`src/rtl/sha256_feeder.sv`:
```
// sha256_feeder
//   Accepts a byte-granular message as a stream of big-endian 32-bit words,
//   applies SHA-256 padding (0x80 marker, zero fill, 64-bit bit length),
//   and feeds 16-word blocks to an external SHA-256 compression core.
//   Once the final block has been processed, it reads the 8-word digest back.
//
// Ports
//   clk, rst         clock, asynchronous active-high reset
//   in_valid/ready   upstream word handshake
//   in_data          message word, first byte in [31:24]
//   in_nbytes        valid bytes in in_data (0..4, 0 only with in_last)
//   in_last          final word of the message
//   core_rst         one-cycle core reset at message start
//   core_soc         one-cycle start-of-block pulse
//   core_idata       block word stream (word 0 the cycle after core_soc)
//   core_rd          digest read enable (8 cycles)
//   core_odata       digest word from core
//   core_eoc         core end-of-calculation
//   digest           final hash, H0 in [255:224]
//   digest_valid     one-cycle pulse when digest is updated
//   busy             high from first accepted word through digest_valid
//   err              sticky core timeout flag
module sha256_feeder #(
  parameter int unsigned EOC_TIMEOUT = 127
) (
  input  logic         clk,
  input  logic         rst,
  input  logic         in_valid,
  output logic         in_ready,
  input  logic [31:0]  in_data,
  input  logic [2:0]   in_nbytes,
  input  logic         in_last,
  output logic         core_rst,
  output logic         core_soc,
  output logic [31:0]  core_idata,
  output logic         core_rd,
  input  logic [31:0]  core_odata,
  input  logic         core_eoc,
  output logic [255:0] digest,
  output logic         digest_valid,
  output logic         busy,
  output logic         err
);

  localparam logic [3:0] S_IDLE  = 4'd0;
  localparam logic [3:0] S_FILL  = 4'd1;
  localparam logic [3:0] S_PAD   = 4'd2;
  localparam logic [3:0] S_LEN   = 4'd3;
  localparam logic [3:0] S_WAITC = 4'd4;
  localparam logic [3:0] S_CRST  = 4'd5;
  localparam logic [3:0] S_SOC   = 4'd6;
  localparam logic [3:0] S_SEND  = 4'd7;
  localparam logic [3:0] S_WAITE = 4'd8;
  localparam logic [3:0] S_READ  = 4'd9;
  localparam logic [3:0] S_DONE  = 4'd10;

  logic [3:0]   r_state;
  logic [31:0]  r_buf [16];
  logic [4:0]   r_widx;     // next buffer word to write; 16 means block full
  logic [3:0]   r_sidx;     // word being sent
  logic [2:0]   r_ridx;     // digest word being read
  logic [63:0]  r_bytecnt;
  logic         r_first;    // core already reset for this message
  logic         r_pending;  // a sent block of this message is still computing
  logic         r_final;    // buffered block carries the length field
  logic         r_need80;   // 0x80 marker not yet placed (last word was full)
  logic         r_padding;  // message input ended; further blocks come from PAD
  logic [31:0]  r_tmo;
  logic         r_busy;
  logic         r_err;
  logic [255:0] r_digest;

  logic         w_xfer;
  logic [2:0]   w_nb;
  logic [31:0]  w_mask;
  logic [31:0]  w_mark;
  logic [31:0]  w_word;
  logic [63:0]  w_bitlen;
  logic         w_tmo_hit;

  assign in_ready     = (r_state == S_IDLE) || (r_state == S_FILL);
  assign w_xfer       = in_valid && in_ready;
  assign core_rst     = (r_state == S_CRST);
  assign core_soc     = (r_state == S_SOC);
  assign core_rd      = (r_state == S_READ);
  assign core_idata   = (r_state == S_SEND) ? r_buf[r_sidx] : '0;
  assign digest       = r_digest;
  assign digest_valid = (r_state == S_DONE);
  assign busy         = r_busy;
  assign err          = r_err;
  assign w_bitlen     = r_bytecnt << 3;

  // Out-of-range byte counts are treated as a full word.
  assign w_nb = (in_nbytes > 3'd4) ? 3'd4 : in_nbytes;

  always_comb begin
    w_mask = '1;
    w_mark = '0;
    case (w_nb)
      3'd0: begin w_mask = 32'h0000_0000; w_mark = 32'h8000_0000; end
      3'd1: begin w_mask = 32'hFF00_0000; w_mark = 32'h0080_0000; end
      3'd2: begin w_mask = 32'hFFFF_0000; w_mark = 32'h0000_8000; end
      3'd3: begin w_mask = 32'hFFFF_FF00; w_mark = 32'h0000_0080; end
      default: begin w_mask = 32'hFFFF_FFFF; w_mark = 32'h0000_0000; end
    endcase
  end

  assign w_word = (in_data & w_mask) | (in_last ? w_mark : 32'h0);

  // In WAITC the timer only matters while an earlier block is outstanding.
  assign w_tmo_hit = (r_tmo == EOC_TIMEOUT) && !core_eoc &&
                     (((r_state == S_WAITC) && r_pending) || (r_state == S_WAITE));

  always_ff @(posedge clk or posedge rst) begin
    if (rst) begin
      r_state   <= S_IDLE;
      for (int unsigned i = 0; i < 16; i++) r_buf[i] <= '0;
      r_widx    <= '0;
      r_sidx    <= '0;
      r_ridx    <= '0;
      r_bytecnt <= '0;
      r_first   <= 1'b0;
      r_pending <= 1'b0;
      r_final   <= 1'b0;
      r_need80  <= 1'b0;
      r_padding <= 1'b0;
      r_tmo     <= '0;
      r_busy    <= 1'b0;
      r_err     <= 1'b0;
      r_digest  <= '0;
    end else begin
      if (core_eoc) r_pending <= 1'b0;

      case (r_state)
        S_IDLE, S_FILL: begin
          if (w_xfer) begin
            r_buf[r_widx[3:0]] <= w_word;
            r_widx    <= r_widx + 5'd1;
            r_bytecnt <= r_bytecnt + {61'd0, w_nb};
            r_busy    <= 1'b1;
            if (in_last) begin
              r_padding <= 1'b1;
              r_need80  <= (w_nb == 3'd4);
              r_state   <= S_PAD;
            end else if (r_widx == 5'd15) begin
              r_final <= 1'b0;
              r_tmo   <= '0;
              r_state <= S_WAITC;
            end else begin
              r_state <= S_FILL;
            end
          end
        end

        // One word per cycle: the pending 0x80 marker first, then zeros up to
        // word 14. If the marker lands in word 14 or 15 the block is closed with
        // zeros and the length goes into a further block.
        S_PAD: begin
          if (r_widx[4]) begin
            r_final <= 1'b0;
            r_tmo   <= '0;
            r_state <= S_WAITC;
          end else if (r_need80) begin
            r_buf[r_widx[3:0]] <= 32'h8000_0000;
            r_need80 <= 1'b0;
            r_widx   <= r_widx + 5'd1;
          end else if (r_widx == 5'd14) begin
            r_state <= S_LEN;
          end else begin
            r_buf[r_widx[3:0]] <= '0;
            r_widx <= r_widx + 5'd1;
          end
        end

        S_LEN: begin
          r_buf[14]  <= w_bitlen[63:32];
          r_buf[15]  <= w_bitlen[31:0];
          r_widx     <= 5'd16;
          r_final    <= 1'b1;
          r_padding  <= 1'b0;
          r_tmo      <= '0;
          r_state    <= S_WAITC;
        end

        S_WAITC: begin
          if (!r_pending || core_eoc) begin
            r_pending <= 1'b0;
            r_state   <= r_first ? S_SOC : S_CRST;
          end else begin
            r_tmo <= r_tmo + 32'd1;
          end
        end

        S_CRST: begin
          r_first <= 1'b1;
          r_state <= S_SOC;
        end

        S_SOC: begin
          r_sidx  <= '0;
          r_state <= S_SEND;
        end

        S_SEND: begin
          r_sidx <= r_sidx + 4'd1;
          if (r_sidx == 4'd15) begin
            r_pending <= 1'b1;
            r_widx    <= '0;
            r_tmo     <= '0;
            if (r_final)        r_state <= S_WAITE;
            else if (r_padding) r_state <= S_PAD;
            else                r_state <= S_FILL;
          end
        end

        S_WAITE: begin
          if (core_eoc) begin
            r_pending <= 1'b0;
            r_ridx    <= '0;
            r_state   <= S_READ;
          end else begin
            r_tmo <= r_tmo + 32'd1;
          end
        end

        S_READ: begin
          r_digest[{3'd7 - r_ridx, 5'd0} +: 32] <= core_odata;
          r_ridx <= r_ridx + 3'd1;
          if (r_ridx == 3'd7) r_state <= S_DONE;
        end

        S_DONE: begin
          r_bytecnt <= '0;
          r_first   <= 1'b0;
          r_pending <= 1'b0;
          r_final   <= 1'b0;
          r_need80  <= 1'b0;
          r_padding <= 1'b0;
          r_widx    <= '0;
          r_busy    <= 1'b0;
          r_state   <= S_IDLE;
        end

        default: r_state <= S_IDLE;
      endcase

      // Core stopped responding: drop the message and return to idle.
      if (w_tmo_hit) begin
        r_err     <= 1'b1;
        r_state   <= S_IDLE;
        r_bytecnt <= '0;
        r_first   <= 1'b0;
        r_pending <= 1'b0;
        r_final   <= 1'b0;
        r_need80  <= 1'b0;
        r_padding <= 1'b0;
        r_widx    <= '0;
        r_busy    <= 1'b0;
      end
    end
  end

endmodule

```
`config.mk`:
```
export PLATFORM = sky130hd
export DESIGN_NAME = sha256_feeder
export DESIGN_NICKNAME = d
export VERILOG_FILES = /design/src/rtl/sha256_feeder.sv
export SDC_FILE = /design/constraint.sdc
export NUM_CORES = 2
export LEC_CHECK = 0
export CAP_MARGIN = 20
export CELL_PAD_IN_SITES_DETAIL_PLACEMENT = 1
export CELL_PAD_IN_SITES_GLOBAL_PLACEMENT = 1
export CORE_MARGIN = 3
export CORE_UTILIZATION = 47
export DETAILED_ROUTE_END_ITERATION = 7
export GPL_ROUTABILITY_DRIVEN = 0
export PLACE_DENSITY = 0.93
export SLEW_MARGIN = 20
export SYNTH_ARGS = -nofsm -noshare
export SYNTH_HDL_FRONTEND = slang
export SYNTH_SLANG_ARGS = --single-unit
export TNS_END_PERCENT = 10
```
`constraint.sdc`:
```
create_clock -name clk -period 39.9 [get_ports clk]
set_input_delay 7.98 -clock clk [delete_from_list [all_inputs] [get_ports clk]]
set_output_delay 7.98 -clock clk [all_outputs]
set_load 0.005 [all_outputs]
```
==> impl_metrics.ini <==
[synthesis]
yosysSeqAreaShare = 0.556
synthFlopType = dfrtp_1
async_flop_share = 1.00
yosys.area.top_type = dfrtp_1
synth_top_area_frac = 0.556
synthTopCellsByCount = dfrtp_1, nand2_1, o21ai_0, mux2_2, clkbuf_1
syn_area_per_cell_um2 = 11.6
synth-seq-cells = 884
synthCells = 3434
synth-edff-count = 0
yosysWarnings = 0
synth.area.top_cells = dfrtp_1, mux4_2, mux2_2
yosysUniqueCellTypes = 81
yosysMostFrequentCell = dfrtp_1
netlist_area_mm2 = 0.0398
synth_nets = 3519

[sta]
report.final.slew_viol_count = 0
setup_violations = 0
fmaxAchievable_mhz = 82.3
worst-slew-pin-transition_ns = 1.21
hold_viol_final = 0
min_period_ns = 12.15
worst_slack_ns = 27.75
holdWs_ns = 0.478
fin_skew_ns = 0.0401
finalSetupTns_ns = 0
rsz0062_at_grt = no
fin_crit_sh = 0.305
maxSlewHeadroom = 0.191

[grt]
grt_pass1_vias = 36500
gr-usage-all-layers = 0.351
grt_antenna_before_repair = 5
grt_overflow = 0
grt_max_degree = 147
grt_first_pass_wirelength_mm = 237

[cts]
ctsLongestPathBuffers = 3
ctsHoldBuffers = 0
cts.sinks = 884
cts_buffers = 93
cts_root_buf = clkbuf_16
cts_tree = done
cts_htree_levels = 3
postCtsSetupBuffers = 0
post_cts_resized = 0
clkTransAtPathRegs_ns = 0.06
clk_latency_ns = 0.66

[placed_design]
placedCellCount = 4742
dpl.hpwl_mm = 94.0
pre_cts_ws_ns = 27.30
port_buffers = 366

[die]
core_area_mm2 = 0.0837
die_w_um = 297
fp.dieH_um = 297
row_count = 106
num_io_pins = 367
start_util = 0.475
dieArea_mm2 = 0.0881

[pwr]
p_seq_frac = 0.404
pwr-share-comb = 0.294
peakVddDrop_v = 0.0000392
p_switching_mw = 1.07
clkPwrFrac = 0.302
switching_share = 0.352
power_mw = 3.03
power.density_mw_per_mm2 = 63.7
p_int_mw = 1.96
p_leak_nw = 20.4

[routing]
drt-initial-drc-count = 4014
vias = 33300
route.detailed.drc = 0
via_per_inst = 6.76
antenna_left = 0
avgRoutedWirePerCell_um = 31.7
dr.pass1.iters = 5
wirelength_mm = 156

[worst_setup_path]
reg2regPathDepth = 5
worstPathRequired_ns = 40.41
rr_startpoint = r_state[0]
critPathKind = input port to flip-flop
worstSetupStartpointType = input port
cp-end-kind = flip-flop
cp.arrival_ns = 12.66
cp-startpoint = in_nbytes[2]
critPathMaxFanout = 30

[min_path]
hp-start = err
hold_class = flip-flop to flip-flop
min_path_cells = 1

[layout]
syn2layout_area_growth_pct = 19.8
final_layout_size_suffix_gt1_frac = 0.185
instances_no_fill = 4918
nets = 3789
n_fill_cell = 8416

[job]
maxCapViolCount = 0

[outcome]
status = finished clean
## flip-flops by register name, summed over array words and instances (netlist names), 3 cells and up, named ones only
| register | cells |
|---|---|
| digest | 256 |
| r_buf | 498 |
| r_bytecnt | 61 |
| r_ridx | 3 |
| r_sidx | 4 |
| r_state | 4 |
| r_tmo | 32 |
| r_widx | 5 |
## power groups by stage
stage / Combinational (mW) / Sequential, mW / Clock [mW]
after CTS: 0.878 / 1.22 / 0.917
after floorplan: 0.502 / 1.17 / 0
after global placement: 0.791 / 1.19 / 0
after global routing: 0.945 / 1.24 / 0.957
final: 0.893 / 1.23 / 0.914
after detailed placement: 0.849 / 1.22 / 0
## final timing paths
check | slack (ns) | end
setup / recovery | 27.75 | r_bytecnt[48]
hold / removal | 0.48 | err
setup reg to reg | 35.77 | flip-flop
hold reg to reg | 0.48 | err
max in group asynchronous | 28.74 | digest[26]
min in group asynchronous | 7.90 | r_buf[359]
## cell usage in the layout, fill, tap and decap left out, types with 16 or more instances in the layout
cell             netlist  routed
clkbuf_8               0      23
o2bb2ai_1             28      28
or4_1                 33      33
and3_1                26      24
inv_1                 32      31
nor3_1                39      38
o31ai_1               42      42
nand4_1               41      41
a32oi_1               16      16
mux4_2               160     160
nor4_1                20      18
nand2_1              603     603
a21oi_1               27      27
mux2_2               274     274
clkdlybuf4s50_1        0     366
nor2_1                56      48
buf_4                  2      50
and2_1                61      61
o21ai_0              495     495
or3_1                 17      17
a211oi_1              34      34
clkbuf_16              0      95
a22oi_1               45      45
nand3_1               76      68
xor2_1                20      20
clkinv_2               0      25
dfrtp_1              884     880
## through the flow
stage / utilization / instance area (um^2)
after floorplan: - / 39800
after global placement: 0.530 / 44300
after detailed placement: 0.531 / 44400
after CTS: 0.568 / 47600
after global routing: 0.569 / 47600
final: 0.569 / 47600
## area by class of cell
class	instances	area, um^2	area share
Timing Repair Buffer	423	4180	0.0877
Tap cell	1134	1420	0.0298
Multi-Input combinational cell	2267	16600	0.349
Inverter	35	144	0.00302
Antenna cell	2	5.00	0.000105
Sequential cell	884	22100	0.465
Clock inverter	41	402	0.00843
Clock buffer	132	2750	0.0577
## cells by family after synthesis
logic type | count (synthesis) | synth area share
AO/OA/AOI/OAI | 759 | 0.113
XOR/XNOR | 23 | 0.00507
adder cells (fa/ha/maj) | 13 | 0.00428
buffers and inverters | 283 | 0.0290
flip-flops | 884 | 0.556
multiplexers | 446 | 0.171
AND/OR/NAND/NOR | 1026 | 0.120
## critical path, cell delays in order
cell and delay (ns):
clkdlybuf4s50_1 0.90, nor2b_1 0.29, ha_1 0.21, inv_1 0.07
fa_1 0.40, nor2b_1 0.25, o2111a_1 0.64, nand3_2 0.72
or4_1 0.76, a211oi_1 0.43
## metal layers
layer  wire length (um)  vias to the layer above  GRT usage  part of all wire
met1              54800                    17200      0.416              0.35
met5                 13                        -          0          0.000083
met2              74900                     2265      0.574              0.48
met4              12700                        2      0.235             0.082
met3              13600                      837     0.0789             0.087
li1                   -                    13000          -                 -
(Power assumes the default switching activity.)
